### src/rtl/rand_seq_pkg.sv
// Shared definition of the team's 11-entry 4-bit pseudo-random sequence.
// Both the counter and the checker take the sequence and its helpers from here.
package rand_seq_pkg;

  localparam int SEQ_LEN = 11;

  // Entry 0 is the rightmost element: 1,7,11,4,9,2,5,12,6,3,15.
  localparam logic [SEQ_LEN-1:0][3:0] SEQ_TABLE = {
    4'd15, 4'd3, 4'd6, 4'd12, 4'd5, 4'd2, 4'd9, 4'd4, 4'd11, 4'd7, 4'd1
  };

  typedef enum logic [1:0] {
    StHunt,
    StVerify,
    StLocked
  } state_e;

  function automatic logic seq_legal(input logic [3:0] v);
    logic ok;
    ok = 1'b0;
    for (int i = 0; i < SEQ_LEN; i++) begin
      if (SEQ_TABLE[i[3:0]] == v) ok = 1'b1;
    end
    return ok;
  endfunction

  // Position of v in the sequence; 0 for illegal values.
  function automatic logic [3:0] seq_idx(input logic [3:0] v);
    logic [3:0] idx;
    idx = 4'd0;
    for (int i = 0; i < SEQ_LEN; i++) begin
      if (SEQ_TABLE[i[3:0]] == v) idx = i[3:0];
    end
    return idx;
  endfunction

  function automatic logic [3:0] seq_idx_inc(input logic [3:0] idx);
    return (idx >= 4'(SEQ_LEN - 1)) ? 4'd0 : idx + 4'd1;
  endfunction

  function automatic logic [3:0] seq_at(input logic [3:0] idx);
    return (idx < 4'(SEQ_LEN)) ? SEQ_TABLE[idx] : 4'd0;
  endfunction

  // Successor of v; 0 for illegal values.
  function automatic logic [3:0] seq_next(input logic [3:0] v);
    return seq_legal(v) ? seq_at(seq_idx_inc(seq_idx(v))) : 4'd0;
  endfunction

endpackage

### src/rtl/rand_seq_lut.sv
// Combinational classifier: 4-bit value -> legality, sequence position and successor.
module rand_seq_lut
  import rand_seq_pkg::*;
(
  input  logic [3:0] value_i,
  output logic       legal_o,
  output logic [3:0] idx_o,
  output logic [3:0] next_o
);

  always_comb begin
    legal_o = seq_legal(value_i);
    idx_o   = seq_idx(value_i);
    next_o  = seq_next(value_i);
  end

endmodule

### config.mk
export PLATFORM = sky130hd
export DESIGN_NAME = rand_seq_lut
export DESIGN_NICKNAME = d
export VERILOG_FILES = /design/src/rtl/rand_seq_pkg.sv /design/src/rtl/rand_seq_lut.sv
export SDC_FILE = /design/constraint.sdc
export NUM_CORES = 1
export LEC_CHECK = 0
export BUFFER_PORTS_ARGS = -buffer_cell sky130_fd_sc_hd__buf_4
export CAP_MARGIN = 10
export CORE_AREA = 4 4 41 43
export DETAILED_ROUTE_END_ITERATION = 8
export DIE_AREA = 0 0 45 47
export GPL_TIMING_DRIVEN = 0
export PLACE_DENSITY = 0.62
export SETUP_SLACK_MARGIN = 0.1
export SYNTH_ARGS = -nofsm -noshare
export SYNTH_HDL_FRONTEND = slang
export SYNTH_SLANG_ARGS = --single-unit
### constraint.sdc
create_clock -name vclk -period 4.89
set_input_delay 0.978 -clock vclk [all_inputs]
set_output_delay 0.978 -clock vclk [all_outputs]
set_load 0.1 [all_outputs]
Word level (Yosys, flattened, before mapping):

Memories as Yosys holds them, arrays and structs flattened.
Cells that the tools add are included.

* eq/ne operators: 11
* magnitude comparators: 3
* add/sub/neg operators: 1
* mux-type cells: 25

Operators by type and width (number)
* 4-bit 2-to-1 mux: 13
* 3-bit by 4-bit equality test with 1-bit output, first input constant: 4
* 4-bit equality test, first input constant: 4
* 1-bit 2-to-1 mux: 12
* 2-bit by 4-bit equality test with 1-bit output, first input constant: 2
* 4-bit by 5-bit < comparator with 1-bit output, second input constant: 1
* 4-bit by 1-bit adder with 4-bit output, second input constant: 1
* 1-bit by 4-bit equality test with 1-bit output, first input constant: 1
* 4-bit greater-or-equal comparator, second input constant: 1
* 4-bit < comparator, second input constant: 1

* bits in registers: 0
* output and inout bits: 9
* word-level logic and storage cells: 41
* memories: 1
* memory bits (read-only): 64

Memory list
* (no name shown): depth 16, bits a word 4, rd ports 1, clocked after memory_dff 0, write ports 0, line rand_seq_pkg.sv:42 `return (idx < 4'(SEQ_LEN)) ? SEQ_TABLE[idx] : 4'd0;`

Depth between registers and ports, before layout:

Gate-level depths: netlist (run 1).

* depth in word-level cells: 17
* depth in mapped cells: 13

Worst setup path before layout (run 1):

Ideal clock, no wire load.

* kind: input to output
* start point: in value_i[0]
* end point: out next_o[1]
* setup slack: -1.377 ns
* data arrival time: 5.289 ns
* path buffers: 2
* required time: 3.912 ns
* stages on the path: 9
* cells stage by stage: buf_6 nand2b_1 a31oi_1 inv_1 ha_1 clkbuf_4 xor2_2 o31a_1 a211oi_1

* word-level cells in the longest chain between the ends: 17
* elaborated cells between the ends (all ways): 40

Ends and longest elaborated chain
* start, declared: line rand_seq_lut.sv:5 `input logic [3:0] value_i,`
* 3-bit by 4-bit equality test with 1-bit output
* 1-bit 2-to-1 mux
* 4-bit 2-to-1 mux (8 in a row)
* 4-bit 2-to-1 mux (*)
* net idx_o[0]: line rand_seq_lut.sv:7 `output logic [3:0] idx_o,`
* 4-bit by 1-bit adder with 4-bit output or 4-bit greater-or-equal comparator (tied branches): line rand_seq_pkg.sv:38 `return (idx >= 4'(SEQ_LEN - 1)) ? 4'd0 : idx + 4'd1;`
* 4-bit 2-to-1 mux (*): line rand_seq_pkg.sv:38
* memory 16 x 4 bit
* 4-bit 2-to-1 mux (not written as such): line rand_seq_pkg.sv:42
* 4-bit 2-to-1 mux (*): line rand_seq_pkg.sv:42
* 4-bit 2-to-1 mux (*): line rand_seq_pkg.sv:47 `return seq_legal(v) ? seq_at(seq_idx_inc(seq_idx(v))) : 4'd0;`
* end, declared: line rand_seq_lut.sv:8 `output logic [3:0] next_o`

Mark *: on every way through the listed nets, which the timed path passes. The rest lies on a longest branch. The select of a mux whose other input is x is not followed.

Final worst setup path (run 1):

* start point: in value_i[1]
* end point: out next_o[1]

* word-level cells in the longest chain between the ends: 17
* elaborated cells between the ends (all ways): 40

Ends and longest elaborated chain
* 3-bit by 4-bit equality test with 1-bit output: line rand_seq_pkg.sv:22, rand_seq_pkg.sv:32
* 1-bit 2-to-1 mux: line rand_seq_pkg.sv:32 `if (SEQ_TABLE[i[3:0]] == v) idx = i[3:0];`
* 4-bit 2-to-1 mux (9 in a row): line rand_seq_pkg.sv:32
* 4-bit by 1-bit adder with 4-bit output or 4-bit greater-or-equal comparator (tied branches): line rand_seq_pkg.sv:38
* 4-bit 2-to-1 mux: line rand_seq_pkg.sv:38
* memory 16 x 4 bit
* 4-bit 2-to-1 mux (not written as such): line rand_seq_pkg.sv:42
* 4-bit 2-to-1 mux: line rand_seq_pkg.sv:42
* 4-bit 2-to-1 mux (*): line rand_seq_pkg.sv:47

Every way passes the cells marked *; elsewhere a longest branch is shown, timed or not. The select of a mux whose other input is x is not followed.

==> results.toml, run 1 <==
[global_route]
grt_max_degree = 11
antenna_found_initial = 0
grt_remaining_overflow = 0
grtUsageTotal_pct = 14.0
grt_pass1_wl_mm = 2.30
grt_pass1_vias = 495

[cells_and_area]
antennaDiodeCount = 0
area_delta_synth_final_pct = 51.7
clockBufferCount = 0
seqCellArea_um2 = 0
fin_area_um2 = 767
layout_commonest_cell = "buf_4"
drive_gt1_share_pct = 40.7
finalNonFillerCells = 96
nets = 91
layout_common_cells = "12 x buf_4, 8 x nor2_1, 7 x inv_1"
final_util_pct = 58.9
seq_cells = 0

[detailed_routing]
finalWirelength_mm = 1.33
routed_via_density = 5.47
postRouteAntennaNets = 0
drc_errors = 0
firstDrtPassIters = 4
num_vias = 525
initialDrtViolationCount = 7
detail_route.wl_per_cell_um = 13.9

[power_and_ir_drop]
leakagePower_nw = 0.300
ir_drop_v = 0.000116
p_per_area_mw_per_mm2 = 239

[worst_setup_path]
crit_arrival_ns = 3.59
crit_path_end_kind = "output port"
criticalPathCategory = "in -> out"
start_kind = "input pin"
path_max_fanout = 10
worst_ep_required_time_ns = 3.91

[die]
die_area_mm2 = 0.00212
design.portCount = 13
start_util_pct = 38.8
core_mm2 = 0.00130
rows = 13
dieWidth_um = 45
die_h_um = 47

[logic_synthesis]
yosys.cell_types.count = 34
postSynthCellCount = 68
syn_area_per_cell_um2 = 7.43
synth_area_um2 = 505
yosysWarnings = 0
yosysSeqAreaShare_pct = 0
syn-num-nets = 76

[clock_tree]
ctsHoldBuffers = 0

[hold_path]
hold_class = "in -> out"

[placement]
io_buffers = 13
placed_area_um2 = 763
hpwl_mm = 1.10
gp_congestion = 0.769
post-place-cells = 96

[timing]
rsz0062_at_grt = "false"
finalHoldViolations = 0
period_needed_ns = 4.57
slew_headroom_pct = 38.7
fmax_ghz = 0.219
slew_violations = 0
worst_slew_pin_slew_ns = 0.914
finalCritPeriodShare_pct = 93.5
hold_ws_ns = 2.59
finalSetupViolations = 0

[flow_run]
maxCapViolations = 0

[outcome]
status = "finished, final reports clean"
## synthesized netlist by cell type, drive strengths merged, types with 2 or more instances
library cell / instances / area (µm²)
nor2: 8 / 30.0
clkbuf: 3 / 35.0
nand3: 3 / 15.0
inv: 8 / 30.0
a21oi: 5 / 28.8
and3b: 2 / 17.5
ha: 4 / 50.1
nand2b: 2 / 12.5
xor2: 2 / 25.0
nand2: 2 / 7.51
o21ai: 4 / 20.0
buf: 2 / 22.5
nor3: 2 / 10.0
a211oi: 4 / 30.0
## where the power goes
group | internal (mW) | switching (mW)
registers | 0 | 0
clock network | 0 | 0
logic | 0.0532 | 0.130
## cells by family (layout without fill, tap and decap cells)
kind of cell / count (synthesis) / count (layout) / share of synthesized area, %
compound gates: 24 / 24 / 38.1
buf+inv: 13 / 26 / 17.3
xor+xnor: 3 / 3 / 6.68
simple gates: 24 / 24 / 28.0
fa+ha+maj: 4 / 4 / 9.90
## through the flow
stage | TNS, ns | worst slack, ns | power (mW)
2_1_floorplan | -0.123 | -0.123 | 0.151
3_3_place_gp | 0 | 0.303 | 0.180
3_5_place_dp | 0 | 0.233 | 0.182
4_1_cts | 0 | 0.220 | 0.182
5_1_grt | 0 | 0.125 | 0.193
6_report | 0 | 0.320 | 0.183
## what timing repair did
item	CTS	global route
hold endpoints to repair	0	0
setup buffers	0	0
gates resized for setup	0	2
setup endpoints to repair	0	2
## critical path, cell delays in order
cell and delay [ns]:
buf_4 0.12, clkbuf_8 0.16, nor3b_4 0.24, a31oi_4 0.09, ha_1 0.24, and3b_1 0.18
o2bb2ai_1 0.20, nor2_1 0.23, inv_1 0.07, ha_1 0.30, a21oi_1 0.12, nand3_1 0.15
a211oi_4 0.25, buf_6 0.25
## final timing paths
kind	start	end	slack, ns	depth (start not counted)
max	value_i[1]	next_o[1]	0.32	14
min	value_i[1]	idx_o[3]	2.59	4
## layer usage
metal / global-route usage (%) / vias up / share of wire (%)
met4: 1.17 / 0 / 0
li1: - / 274 / -
met3: 0 / 0 / 1.7
met2: 26.0 / 5 / 53
met1: 18.9 / 246 / 46
met5: 0 / - / 0
## final cells by class
class                           count  area, µm²
Timing Repair Buffer               13        101
Inverter                            8       33.8
Fill cell                         125        534
Buffer                              5       71.3
Tap cell                           15       18.8
Multi-Input combinational cell     55        542
(Power assumes the default switching activity.)
==> run 2: changes to the inputs <==
--- a/config.mk
+++ b/config.mk
@@ -5,13 +5,14 @@
 export SDC_FILE = /design/constraint.sdc
 export NUM_CORES = 1
 export LEC_CHECK = 0
+export ABC_AREA = 1
 export BUFFER_PORTS_ARGS = -buffer_cell sky130_fd_sc_hd__buf_4
-export CAP_MARGIN = 10
+export CAP_MARGIN = 20
 export CORE_AREA = 4 4 41 43
 export DETAILED_ROUTE_END_ITERATION = 8
 export DIE_AREA = 0 0 45 47
 export GPL_TIMING_DRIVEN = 0
-export PLACE_DENSITY = 0.62
+export PLACE_DENSITY = 0.57
 export SETUP_SLACK_MARGIN = 0.1
 export SYNTH_ARGS = -nofsm -noshare
 export SYNTH_HDL_FRONTEND = slang
==> run 2 against run 1 <==
  * Final area down 25%
  * Via count down 3.6%
  * Fmax up 9.4%
  * Non-clock buffer count is 5 lower
  * Combinational power is 14% lower
  * Sequential cell count stayed put
  * Synthesized area is 14% lower
  * Critical path type unchanged
  * Largest power group unchanged
==> results.toml, run 2 <==
[outcome]
status = "finished, final reports clean"

[worst_setup_path]
crit_path_end_kind = "output port"
cpMostUsedCell = "inv_1"
crit_slowest_cell = "ha_1"
worstSetupPathDepth = 14
start_kind = "input pin"
criticalPathCategory = "in -> out"
cp_slowest_stage_delay_ns = 0.36
cp_top_family = "simple AND/OR/NAND/NOR gates"
path_buf_inv = 5
crit_arrival_ns = 3.20
worst_ep_required_time_ns = 3.91
path_max_fanout = 7
cp_cell_sequence = "buf_4 > nor2_1 > nand2_1 > o21ai_4 > inv_1 > ha_1 > nor2_1 > inv_1 > ha_1 > inv_1 > nand3_1 > nand2_1 > a21oi_4 > buf_4"

[cells_and_area]
fin_area_um2 = 577
antennaDiodeCount = 0
area_delta_synth_final_pct = 33.2
layout_common_cells = "21 x nand2_1, 13 x buf_4, 12 x inv_1"
seq_cells = 0
drive_gt1_share_pct = 35.8
fillers = 154
clockBufferCount = 0
nets = 105
layout_commonest_cell = "nand2_1"
seqCellArea_um2 = 0
final_util_pct = 44.3

[timing]
slew_headroom_pct = 77.8
slew_violations = 0
hold_ws_ns = 2.47
period_needed_ns = 4.18
fin_ws_ns = 0.714
setup_tns_ns = 0
finalSetupViolations = 0
finalHoldViolations = 0
worst_slew_pin_slew_ns = 0.332
fmax_ghz = 0.239
rsz0062_at_grt = "false"
finalCritPeriodShare_pct = 85.4

[power_and_ir_drop]
ir_drop_v = 0.000102
p_per_area_mw_per_mm2 = 273
leakagePower_nw = 0.325

[die]
die_area_mm2 = 0.00212
start_util_pct = 33.3
die_h_um = 47
design.portCount = 13
rows = 13
dieWidth_um = 45
core_mm2 = 0.00130

[logic_synthesis]
synth_area_um2 = 433
postSynthCellCount = 82
syn_area_per_cell_um2 = 5.28
synth_most_common_cell = "nand2_1"
yosys.cell_types.count = 17
syn-num-nets = 90
yosysWarnings = 0
synth.top_cell.area_share_pct = 18.2
yosysSeqAreaShare_pct = 0
synthTopCellsByArea = "nand2_1 18%, nand3_1 13%, ha_1 12%, inv_1 10%, nand2_2 8.7%"
yosys.area.top_type = "nand2_1"
synth_common_cells = "21 x nand2_1, 12 x inv_1, 11 x nand3_1"

[detailed_routing]
num_vias = 506
drc_errors = 0
initialDrtViolationCount = 7
detail_route.wl_per_cell_um = 9.07
firstDrtPassIters = 2
routed_via_density = 4.60
finalWirelength_um = 998
postRouteAntennaNets = 0

[placement]
hpwl_um = 904
io_buffers = 13
placed_area_um2 = 577
gp_congestion = 0.749
dpl_worst_slack_ns = 0.699

[clock_tree]
cts_setup_buffers = 0
ctsHoldBuffers = 0
post_cts_resized = 0

[global_route]
grt_remaining_overflow = 0
grtUsageTotal_pct = 11.2
grt_max_degree = 9
grt_pass1_wl_mm = 1.90
antenna_found_initial = 0
grt_pass1_vias = 474

[flow_run]
maxCapViolations = 0

[hold_path]
hold_depth = 4
hold_class = "in -> out"
-- run 2: cell count changes after synthesis, moves of 4 or more --
cell      previous run  this run
nand2_1              2        21
inv_1                8        12
inv_2                0         4
nand2_2              0         6
o21ai_0              4         0
a211oi_1             4         0
nand3_1              3        11
-- run 2: routing by layer --
metal | share of wire [%] | GRT usage (%)
met1 | 45 | 14.8
met2 | 51 | 20.9
met3 | 4.1 | 0.766
met4 | 0 | 0
met5 | 0 | 0
-- run 2: final cells by class --
class / count / area, µm² / share of cell area, %
inverter: 16 / 60.1 / 10.4
multi-input combinational: 66 / 400 / 69.4
tap: 15 / 18.8 / 3.25
timing repair buffer: 13 / 97.6 / 16.9
-- run 2: cell families (layout without fill, tap and decap cells) --
logic type      after synthesis  count (layout)  share of synthesized area (%)
buf+inv                      16              29                           13.9
compound gates                9               9                           14.4
fa+ha+maj                     4               4                           11.6
simple gates                 53              53                           60.1
-- run 2: per-stage QoR --
| stage | cells | power (mW) |
|---|---|---|
| after floorplan | 82 | 0.130 |
| after global placement | 110 | 0.157 |
| after detailed placement | 110 | 0.158 |
| after CTS | 110 | 0.159 |
| after global routing | 110 | 0.169 |
| final | 110 | 0.157 |
-- run 2: tightest hold or removal path, cell delays in order --
cell and delay [ns]:
buf_4 0.13, inv_2 0.08, o31ai_1 0.07, buf_4 0.23
-- run 2: final timing paths --
| path | startpoint | endpoint | slack (ns) |
|---|---|---|---|
| setup / recovery | value_i[0] | next_o[3] | 0.71 |
| hold / removal | value_i[0] | idx_o[1] | 2.47 |
-- run 2: power breakdown --
part / switching, mW / internal (mW)
Combinational: 0.120 / 0.0368
Clock: 0 / 0
Sequential: 0 / 0
